==> config.mk <==
export PLATFORM = sky130hd
export DESIGN_NAME = cdc_event_detector
export DESIGN_NICKNAME = d
export VERILOG_FILES = /design/src/rtl/cdc_event_detector.sv
export SDC_FILE = /design/constraint.sdc
export NUM_CORES = 1
export LEC_CHECK = 0
export BUFFER_PORTS_ARGS = -buffer_cell sky130_fd_sc_hd__buf_2
export CAP_MARGIN = 0
export CELL_PAD_IN_SITES_DETAIL_PLACEMENT = 0
export CELL_PAD_IN_SITES_GLOBAL_PLACEMENT = 1
export CORE_MARGIN = 2
export CORE_UTILIZATION = 44
export CTS_BUF_LIST = sky130_fd_sc_hd__clkbuf_4
export DETAILED_ROUTE_END_ITERATION = 10
export PLACE_DENSITY_LB_ADDON = 0.1
export SYNTH_ARGS = -nofsm -noshare
export SYNTH_HDL_FRONTEND = slang
export SYNTH_SLANG_ARGS = --single-unit
==> constraint.sdc <==
create_clock -name clkB -period 3.61 [get_ports clkB]
set_input_delay 0.722 -clock clkB [delete_from_list [all_inputs] [get_ports clkB]]
set_output_delay 0.722 -clock clkB [all_outputs]
set_load 0.05 [all_outputs]
==> src/rtl/cdc_event_detector.sv <==
// Destination-domain (clkB) event detector: glitch filter, edge pulses, saturating count and a valid/ack event slot.
// Define CDC_EVT_TIMESTAMP_EN to add a free-running timestamp counter and the evt_time port.
module cdc_event_detector #(
    parameter int FILTER_LEN = 3,
    parameter int CNT_W      = 8,
    parameter int TS_W       = 16
) (
    input  logic             clkB,
    input  logic             rstB,
    input  logic             sync_in,
    input  logic             evt_ack,
    input  logic             cnt_clr,
    output logic             level_out,
    output logic             rise_pulse,
    output logic             fall_pulse,
    output logic             evt_valid,
    output logic             evt_type,
    output logic [CNT_W-1:0] evt_count,
    output logic             evt_overflow
`ifdef CDC_EVT_TIMESTAMP_EN
    ,
    output logic [TS_W-1:0]  evt_time
`endif
);

    localparam int                FCNT_W    = $clog2(FILTER_LEN + 1);
    localparam logic [FCNT_W-1:0] FCNT_ONE  = FCNT_W'(1);
    localparam logic [FCNT_W-1:0] FCNT_LAST = FCNT_W'(FILTER_LEN - 1);
    localparam logic [CNT_W-1:0]  CNT_ONE   = CNT_W'(1);
    localparam logic [CNT_W-1:0]  CNT_MAX   = '1;

    if (FILTER_LEN < 1 || TS_W < 1) begin : g_param_check
        $error("cdc_event_detector: FILTER_LEN and TS_W must be at least 1");
    end

    typedef enum logic [1:0] {
        LOW_STABLE,
        FILT_HIGH,
        HIGH_STABLE,
        FILT_LOW
    } state_t;

    state_t            state, state_nx;
    logic [FCNT_W-1:0] fcnt, fcnt_nx;
    logic              rise_acc, fall_acc;
    logic              accept, evt_load, ovf_set;

    // NOTE: every signal written here gets a default first so no path leaves it unassigned (no latch).
    always_comb begin
        state_nx = state;
        fcnt_nx  = fcnt;
        rise_acc = 1'b0;
        fall_acc = 1'b0;
        case (state)
            LOW_STABLE: begin
                if (sync_in) begin
                    if (FILTER_LEN == 1) begin
                        state_nx = HIGH_STABLE;
                        rise_acc = 1'b1;
                    end else begin
                        state_nx = FILT_HIGH;
                        fcnt_nx  = FCNT_ONE;
                    end
                end
            end
            FILT_HIGH: begin
                if (!sync_in) begin
                    state_nx = LOW_STABLE;
                    fcnt_nx  = '0;
                end else if (fcnt == FCNT_LAST) begin
                    state_nx = HIGH_STABLE;
                    fcnt_nx  = '0;
                    rise_acc = 1'b1;
                end else begin
                    fcnt_nx = fcnt + FCNT_ONE;
                end
            end
            HIGH_STABLE: begin
                if (!sync_in) begin
                    if (FILTER_LEN == 1) begin
                        state_nx = LOW_STABLE;
                        fall_acc = 1'b1;
                    end else begin
                        state_nx = FILT_LOW;
                        fcnt_nx  = FCNT_ONE;
                    end
                end
            end
            FILT_LOW: begin
                if (sync_in) begin
                    state_nx = HIGH_STABLE;
                    fcnt_nx  = '0;
                end else if (fcnt == FCNT_LAST) begin
                    state_nx = LOW_STABLE;
                    fcnt_nx  = '0;
                    fall_acc = 1'b1;
                end else begin
                    fcnt_nx = fcnt + FCNT_ONE;
                end
            end
            default: begin
                state_nx = LOW_STABLE;
                fcnt_nx  = '0;
            end
        endcase
    end

    // A new event takes the slot when it is free or being acked this cycle; otherwise it is dropped.
    assign accept   = rise_acc | fall_acc;
    assign evt_load = accept & (~evt_valid | evt_ack);
    assign ovf_set  = accept & evt_valid & ~evt_ack;

    // NOTE: sequential state uses non-blocking assignments so all registers update from pre-edge values.
    always_ff @(posedge clkB) begin
        if (rstB) begin
            state      <= LOW_STABLE;
            fcnt       <= '0;
            level_out  <= 1'b0;
            rise_pulse <= 1'b0;
            fall_pulse <= 1'b0;
        end else begin
            state      <= state_nx;
            fcnt       <= fcnt_nx;
            rise_pulse <= rise_acc;
            fall_pulse <= fall_acc;
            if (rise_acc) begin
                level_out <= 1'b1;
            end else if (fall_acc) begin
                level_out <= 1'b0;
            end
        end
    end

    always_ff @(posedge clkB) begin
        if (rstB) begin
            evt_valid    <= 1'b0;
            evt_type     <= 1'b0;
            evt_count    <= '0;
            evt_overflow <= 1'b0;
        end else begin
            if (evt_load) begin
                evt_valid <= 1'b1;
                evt_type  <= rise_acc;
            end else if (!accept && evt_ack) begin
                evt_valid <= 1'b0;
            end

            // Clear and a coincident edge/overflow combine: the new edge counts, the set wins.
            if (cnt_clr) begin
                evt_count    <= accept ? CNT_ONE : '0;
                evt_overflow <= ovf_set;
            end else begin
                if (accept && evt_count != CNT_MAX) begin
                    evt_count <= evt_count + CNT_ONE;
                end
                if (ovf_set) begin
                    evt_overflow <= 1'b1;
                end
            end
        end
    end

`ifdef CDC_EVT_TIMESTAMP_EN
    logic [TS_W-1:0] ts_cnt;

    always_ff @(posedge clkB) begin
        if (rstB) begin
            ts_cnt   <= '0;
            evt_time <= '0;
        end else begin
            ts_cnt <= ts_cnt + TS_W'(1);
            if (evt_load) begin
                evt_time <= ts_cnt;
            end
        end
    end
`endif

endmodule

Word-level counts from Yosys, hierarchy flattened
Index checks and enable logic that the tools add are counted.
Operators by class
  bitwise gates (word level): 7
  $add $sub $neg: 2
  equality and inequality tests: 9
  multiplexer cells: 26
  reductions and logical operators: 10
Operator list (number)
  $mux W2: 10
  $mux W8: 2
  $pmux W2 S4: 2
  $mux W1: 12
  $add A8 B1 Y8 const B: 1
  $ne A8 B8 Y1 const B: 1
  $reduce_bool A2 Y1: 4
  $eq A2 B2 Y1 const B: 3
  $ne A3 B3 Y1 const B: 2
  $ne A2 B2 Y1 const B: 2
  $reduce_and A4 Y1: 1
  $and A1 B1 Y1: 3
  $add A2 B1 Y2 const B: 1
  $eq A2 B1 Y1 const B: 1
  $logic_and A1 B1 Y1: 2
  $logic_not A2 Y1: 1
  $not A1 Y1: 2
  $or A1 B1 Y1: 2
  $reduce_and A2 Y1: 1
  $logic_not A1 Y1: 1
Storage, ports and cells
  logic and storage cells: 63
  output and inout port bits: 14
  register bits: 18

Depth between registers and ports, before layout
Gate-level depths: netlist (run 1).
  depth after elaboration: 9
  mapped depth: 5
  gate-level depth less buffers: 5

Least setup slack after synthesis (run 1)
Ideal clock, no wire load.
  path kind: input to register
  from: in sync_in
  to: reg evt_count[5]
  stages on the path: 5
  arrival time: 1.610 ns
  buffers on the path: 1
  path slack: 1.856 ns
  setup time: 0.144 ns
  path through: buf_4 -> xor2_4 -> nand3_4 -> o311ai_0 -> o41ai_1
Between the ends
  word-level cells in the longest chain between the ends: 5
  elaborated cells on any way between the ends: 7
RTL lines
  start: declaration: line 10  | input logic sync_in,
  $mux W1 (on tied branches): line 67, 90
  $mux W1: line 54  | case (state)
  $or A1 B1 Y1 *: line 109  | assign accept = rise_acc | fall_acc;
  $logic_and A1 B1 Y1 *: line 153  | if (accept && evt_count != CNT_MAX) begin
  $reduce_bool A2 Y1 (no source line) *
  end signal: assignment: line 150  | evt_count <= accept ? CNT_ONE : '0;
  end signal: assignment: line 154  | evt_count <= evt_count + CNT_ONE;
  end: declaration: line 18  | output logic [CNT_W-1:0] evt_count,
Every way passes the cells marked *; elsewhere a longest branch is shown, timed or not.
A chain may end at the register's enable or synchronous reset.

Worst setup path in the final report (run 1)
  from: reg evt_count[3]
  to: out evt_count[3]
No word-level cell between the ends.

==> results of run 1 <==
-- through the flow --
step                      cells  cell area (sq um)  power (uW)  setup slack (ps)
after floorplan              90              854.6       233.2              1856
after global placement      129              952.2       240.4              1747
after detailed placement    129              952.2       240.6              1700
after CTS                   133              978.4       341.6              1825
after global routing        133              978.4       353.4              1778
final                       133              978.4       336.0              1838
-- cells by family (layout without fill, tap and decap cells) --
group,after synthesis,after routing
mux,3,3
xor+xnor,2,2
compound gates,21,21
fa+ha+maj,1,1
simple gates,40,40
flops,18,18
buf+inv,5,23
-- cells in the mapped netlist (3+ instances only) --
cell type	n	area, sq um
a21oi_1	7	35.03
dfxtp_1	18	360.4
mux2i_1	3	30.03
nand2_1	6	22.52
nand2b_1	3	18.77
nand3_1	3	15.01
nor2_1	5	18.77
nor2b_1	3	18.77
nor3_1	3	15.01
o21ai_0	3	15.01
-- registers in the layout, summed over array words and instances, names as in the netlist, named ones only --
name	count
evt_count	8
evt_valid	1
level_out	1
fcnt	2
evt_overflow	1
evt_type	1
state	1
rise_pulse	1
fall_pulse	1
-- path summary, 6_finish.rpt --
path	from	to	slack [ps]	cells past startpoint
min	evt_overflow	evt_overflow	490	2
max	evt_count[3]	evt_count[3]	1840	1
max reg2reg	state[0]	evt_count[5]	2050	4
min reg2reg	evt_overflow	evt_overflow	490	2
-- layer usage --
metal  vias to the layer above  wire, um  GRT usage, %
met5                         -         0             0
met4                         0        12         4.865
met3                         2       113         7.925
met2                        19       670         20.53
met1                       327       843         25.45
li1                        374         -             -
-- layout by cell type (no fill, tap or decap), types with 2 or more instances in the layout --
| cell type | n |
|---|---|
| nor2b_1 | 3 |
| and4_1 | 2 |
| nor3_1 | 3 |
| a21oi_1 | 7 |
| and3_1 | 2 |
| nand2_1 | 6 |
| or3_1 | 2 |
| nor2_1 | 5 |
| nand2b_1 | 3 |
| o21a_1 | 2 |
| o21ai_0 | 3 |
| buf_2 | 18 |
| nand4_1 | 2 |
| nand3_1 | 3 |
| mux2i_1 | 3 |
| o211a_1 | 2 |
| clkbuf_4 | 3 |
| dfxtp_1 | 18 |
-- worst register-to-register path, delay by kind of cell, from the launching register on --
family | cells | cell delay [ps]
compound gates | 2 | 450
flops | 1 | 400
simple gates | 2 | 590
-- cell type report --
type                       instances  area, sq um
inverter                           1        3.754
clock buffer                       3        22.52
fill                             179        804.5
multi-input combinational         67        466.7
clock inverter                     1        3.754
sequential                        18        360.3
timing repair buffer              18        90.09
tap                               25        31.28
-- power groups by stage --
| stage | registers, uW | logic (uW) | clock network [uW] |
|---|---|---|---|
| floorplan | 217 | 16.2 | 0 |
| global placement | 210 | 30.2 | 0 |
| detailed placement | 210 | 30.3 | 0 |
| CTS | 206 | 30.5 | 105 |
| global route | 207 | 33.0 | 114 |
| finish | 206 | 30.2 | 100 |
==> flow_metrics.env, run 1 <==
export IMPL_path_cells="buf_2"
export IMPL_synth_edff_count=0
export IMPL_critical_path_top_delay_family="flip-flops"
export IMPL_synthFlopType="dfxtp_1"
export IMPL_fin_util_pct=54.88
export IMPL_num_antenna_cells=0
export IMPL_drt_iter0_drc=9
export IMPL_ios=19
export IMPL_finalCritPeriodShare_pct=49.09
export IMPL_io_buffer_count=18
export IMPL_sw_frac_of_total_pct=24.60
export IMPL_critPathBufInv=1
export IMPL_grt_pass1_vias=550
export IMPL_ys_seq_elements=18
export IMPL_slowest_delay_ps=450
export IMPL_rsz0062_at_grt="no"
export IMPL_slowest_stage="dfxtp_1"
export IMPL_routed_wl_mm=1.640
export IMPL_peakVddDrop_mv=0.2563
export IMPL_power_switching_uw=82.66
export IMPL_syn_area_sq_um=854.6
export IMPL_ctsResizeCount=0
export IMPL_clock_power_share_pct=29.8
export IMPL_pwr_share_seq_pct=61.2
export IMPL_wl_per_cell_um=12.33
export IMPL_clkSlewWorstSetupHoldPaths_ps=100
export IMPL_synth_xor_area_share_pct=4.246
export IMPL_overflow=0
export IMPL_maxCapViolCount=0
export IMPL_grt_pass1_wl_mm=2.628
export IMPL_end_kind="primary output"
export IMPL_clock_path_buffers=2
export IMPL_ys_seq_area_share_pct=42.17
export IMPL_antenna_found_initial=0
export IMPL_pwr_share_comb_pct=9.0
export IMPL_slew_viol_final=0
export IMPL_cp_arrival_ps=1050
export IMPL_ant_nets=0
export IMPL_core_area_sq_um=1783
export IMPL_worstPathMaxFanout=8
export IMPL_place_hpwl_mm=1.238
export IMPL_cts_hold_buf=0
export IMPL_relSlewSlack_pct=72.35
export IMPL_layout_nets=115
export IMPL_drive_gt1_share_pct=23.15
export IMPL_cts_tree="built"
export IMPL_synth_area_mux_share_pct=3.514
export IMPL_initial_core_util_pct=47.93
export IMPL_powerDensity_nw_per_um2=343.4
export IMPL_outcome="complete, no violations"
export IMPL_cp_required_ps=2890
export IMPL_power_leakage_uw=0.0004216
export IMPL_hold_class="reg2reg"
export IMPL_clkLatencyLatePin_ps=290
export IMPL_drt_vias_per_instance=5.429
export IMPL_crit_type="reg2out"
export IMPL_synth_top_family_by_area="simple AND/OR/NAND/NOR gates"
export IMPL_startpoint_type="register"
export IMPL_yosys_area_share_simple_pct=28.70
export IMPL_die_w_um=48.07
export IMPL_p_int_uw=253.3
export IMPL_syn_instance_count=90
export IMPL_cts_sinks=18
export IMPL_hold_viol=0
export IMPL_max_freq_ghz=0.5643
export IMPL_min_period_ps=1772
export IMPL_avgSynthCellArea_sq_um=9.495
export IMPL_drt_pass1_iterations=4
export IMPL_fin_skew_ps=3.595
export IMPL_root_buffer="clkbuf_4"
export IMPL_yosysWarnings=0
export IMPL_synth_compound_area_share_pct=16.69
export IMPL_ys_async_sr_fraction_pct=0
export IMPL_cts_made_buffers=3
export IMPL_die_y_um=48.07
export IMPL_postCtsSetupBuffers=0
export IMPL_syn_nets=96
export IMPL_grt_max_degree=15
export IMPL_tightest_slew_ps=414.7
export IMPL_area_delta_synth_final_pct=14.49
export IMPL_gp_congestion=0.7340
export IMPL_vias=722
export IMPL_synthAdderAreaFrac_pct=1.464
export IMPL_die_area_sq_um=2311
export IMPL_fin_tns_setup_ps=0
export IMPL_finalSetupViolCount=0
export IMPL_whs_ps=490.3
export IMPL_synth_cell_types=39
export IMPL_drc=0
export IMPL_rows=15
export IMPL_htreeDepth=1
export IMPL_track_usage_pct=16.78
Note: power is estimated with default switching activity, not from simulation.
==> run 2: changes to the inputs <==
--- a/config.mk
+++ b/config.mk
@@ -10,7 +10,7 @@
 export CELL_PAD_IN_SITES_DETAIL_PLACEMENT = 0
 export CELL_PAD_IN_SITES_GLOBAL_PLACEMENT = 1
 export CORE_MARGIN = 2
-export CORE_UTILIZATION = 44
+export CORE_UTILIZATION = 41
 export CTS_BUF_LIST = sky130_fd_sc_hd__clkbuf_4
 export DETAILED_ROUTE_END_ITERATION = 10
 export PLACE_DENSITY_LB_ADDON = 0.1
==> constraint.sdc (replaced) <==
create_clock -name clkB -period 1.75 [get_ports clkB]
set_input_delay 0.35 -clock clkB [delete_from_list [all_inputs] [get_ports clkB]]
set_output_delay 0.35 -clock clkB [all_outputs]
set_load 0.05 [all_outputs]
==> flow_metrics.env, run 2 (same netlist as run 1, synthesis figures left out) <==
export IMPL_layout_nets=117
export IMPL_largestRegisters="evt_count (8), fcnt (2)"
export IMPL_clkLatencyLatePin_ps=290
export IMPL_finalSetupViolCount=0
export IMPL_drt_pass1_iterations=4
export IMPL_drc=0
export IMPL_cts_hold_buf=0
export IMPL_root_buffer="clkbuf_4"
export IMPL_min_from="evt_ack"
export IMPL_cp_required_ps=1910
export IMPL_drt_iter0_drc=6
export IMPL_outcome="complete, no violations"
export IMPL_die_y_um=49.66
export IMPL_drive_gt1_share_pct=24.77
export IMPL_hold_class="in2reg"
export IMPL_grt_max_degree=15
export IMPL_crit_type="reg2reg"
export IMPL_cts_sinks=18
export IMPL_gp_congestion=0.8187
export IMPL_die_area_sq_um=2466
export IMPL_grt_pass1_vias=648
export IMPL_place_ws_ps=218.0
export IMPL_cts_made_buffers=3
export IMPL_overflow=0
export IMPL_startpoint_type="register"
export IMPL_routed_wl_mm=1.702
export IMPL_grt_pass1_wl_mm=2.877
export IMPL_vias=733
export IMPL_top_register="evt_count"
export IMPL_min_period_ps=1465
export IMPL_relSlewSlack_pct=78.76
export IMPL_ctsResizeCount=0
export IMPL_clkSlewWorstSetupHoldPaths_ps=100
export IMPL_rsz0062_at_grt="no"
export IMPL_n_fill_cell=213
export IMPL_area_delta_synth_final_pct=16.11
export IMPL_largest_reg_flops=8
export IMPL_peakVddDrop_mv=0.3423
export IMPL_initial_core_util_pct=43.56
export IMPL_final_cell_mix="18 x dfxtp_1, 18 x buf_2, 7 x a21oi_1"
export IMPL_wl_per_cell_um=12.51
export IMPL_maxCapViolCount=0
export IMPL_fin_tns_setup_ps=0
export IMPL_fin_skew_ps=6.985
export IMPL_die_w_um=49.66
export IMPL_rows=16
export IMPL_cts_tree="built"
export IMPL_hold_viol=0
export IMPL_tightest_slew_ps=314.7
export IMPL_powerDensity_nw_per_um2=691.7
export IMPL_finalCritPeriodShare_pct=83.69
export IMPL_postCtsSetupBuffers=0
export IMPL_core_area_sq_um=1962
export IMPL_slew_viol_final=0
export IMPL_power_leakage_uw=0.0004309
export IMPL_end_kind="register"
export IMPL_ios=19
export IMPL_place_hpwl_mm=1.238
export IMPL_drt_vias_per_instance=5.390
export IMPL_track_usage_pct=15.22
export IMPL_num_antenna_cells=0
export IMPL_antenna_found_initial=0
export IMPL_cp_arrival_ps=1630
export IMPL_clock_path_buffers=2
export IMPL_htreeDepth=1
export IMPL_max_freq_ghz=0.6828
export IMPL_ant_nets=0
export IMPL_worstPathMaxFanout=7
export IMPL_setup_ws_ps=285.4
export IMPL_io_buffer_count=18
-- run 2: changes by cell type in the layout (fill, tap and decap cells not counted), sizes merged --
cell	change
buf	+2
clkinv	-1
-- run 2: worst max-delay path, stage by stage (launching register included) --
cell	delay (ps)
dfxtp_1	450
xor2_4	270
nand3_4	130
o311ai_0	350
o41ai_1	130
-- run 2: where the power goes --
part	switching (uW)	internal [uW]
Combinational	41.1	22.5
Clock	119	80.0
Sequential	6.25	417
Total	167	520
-- run 2: layout make-up --
class,count,area [sq um],area share (%)
clock buffer,3,22.52,2.270
tap,27,33.78,3.405
inverter,1,3.754,0.3783
multi-input combinational,67,466.7,47.04
timing repair buffer,20,105.1,10.59
sequential,18,360.3,36.32
-- run 2: routing by layer --
| layer | vias to the layer above | GRT usage, % | wire [um] |
|---|---|---|---|
| met3 | 2 | 5.455 | 91 |
| met2 | 19 | 24.00 | 763 |
| met1 | 341 | 19.55 | 834 |
| met5 | - | 0 | 0 |
| li1 | 371 | - | - |
| met4 | 0 | 4.167 | 12 |
-- run 2: final timing paths --
| path | endpoint | slack (ps) | cells after the start |
|---|---|---|---|
| min reg2reg | evt_overflow | 480 | 2 |
| min | evt_overflow | 360 | 4 |
| max | evt_count[5] | 290 | 4 |
| max reg2reg | evt_count[5] | 290 | 4 |
-- run 2: per-stage QoR --
step / hold slack (ps) / instance area (sq um) / std cells / total power (uW) / utilization (%)
final: 361.7 / 992.2 / 136 / 686.3 / 50.57
after CTS: 356.9 / 992.2 / 136 / 696.1 / 50.57
after global routing: 365.3 / 992.2 / 136 / 719.1 / 50.57
after floorplan: 421.6 / 854.6 / 90 / 481.0 / -
after detailed placement: 461.3 / 969.7 / 133 / 496.7 / 49.43
after global placement: 458.4 / 969.7 / 133 / 497.2 / 49.43
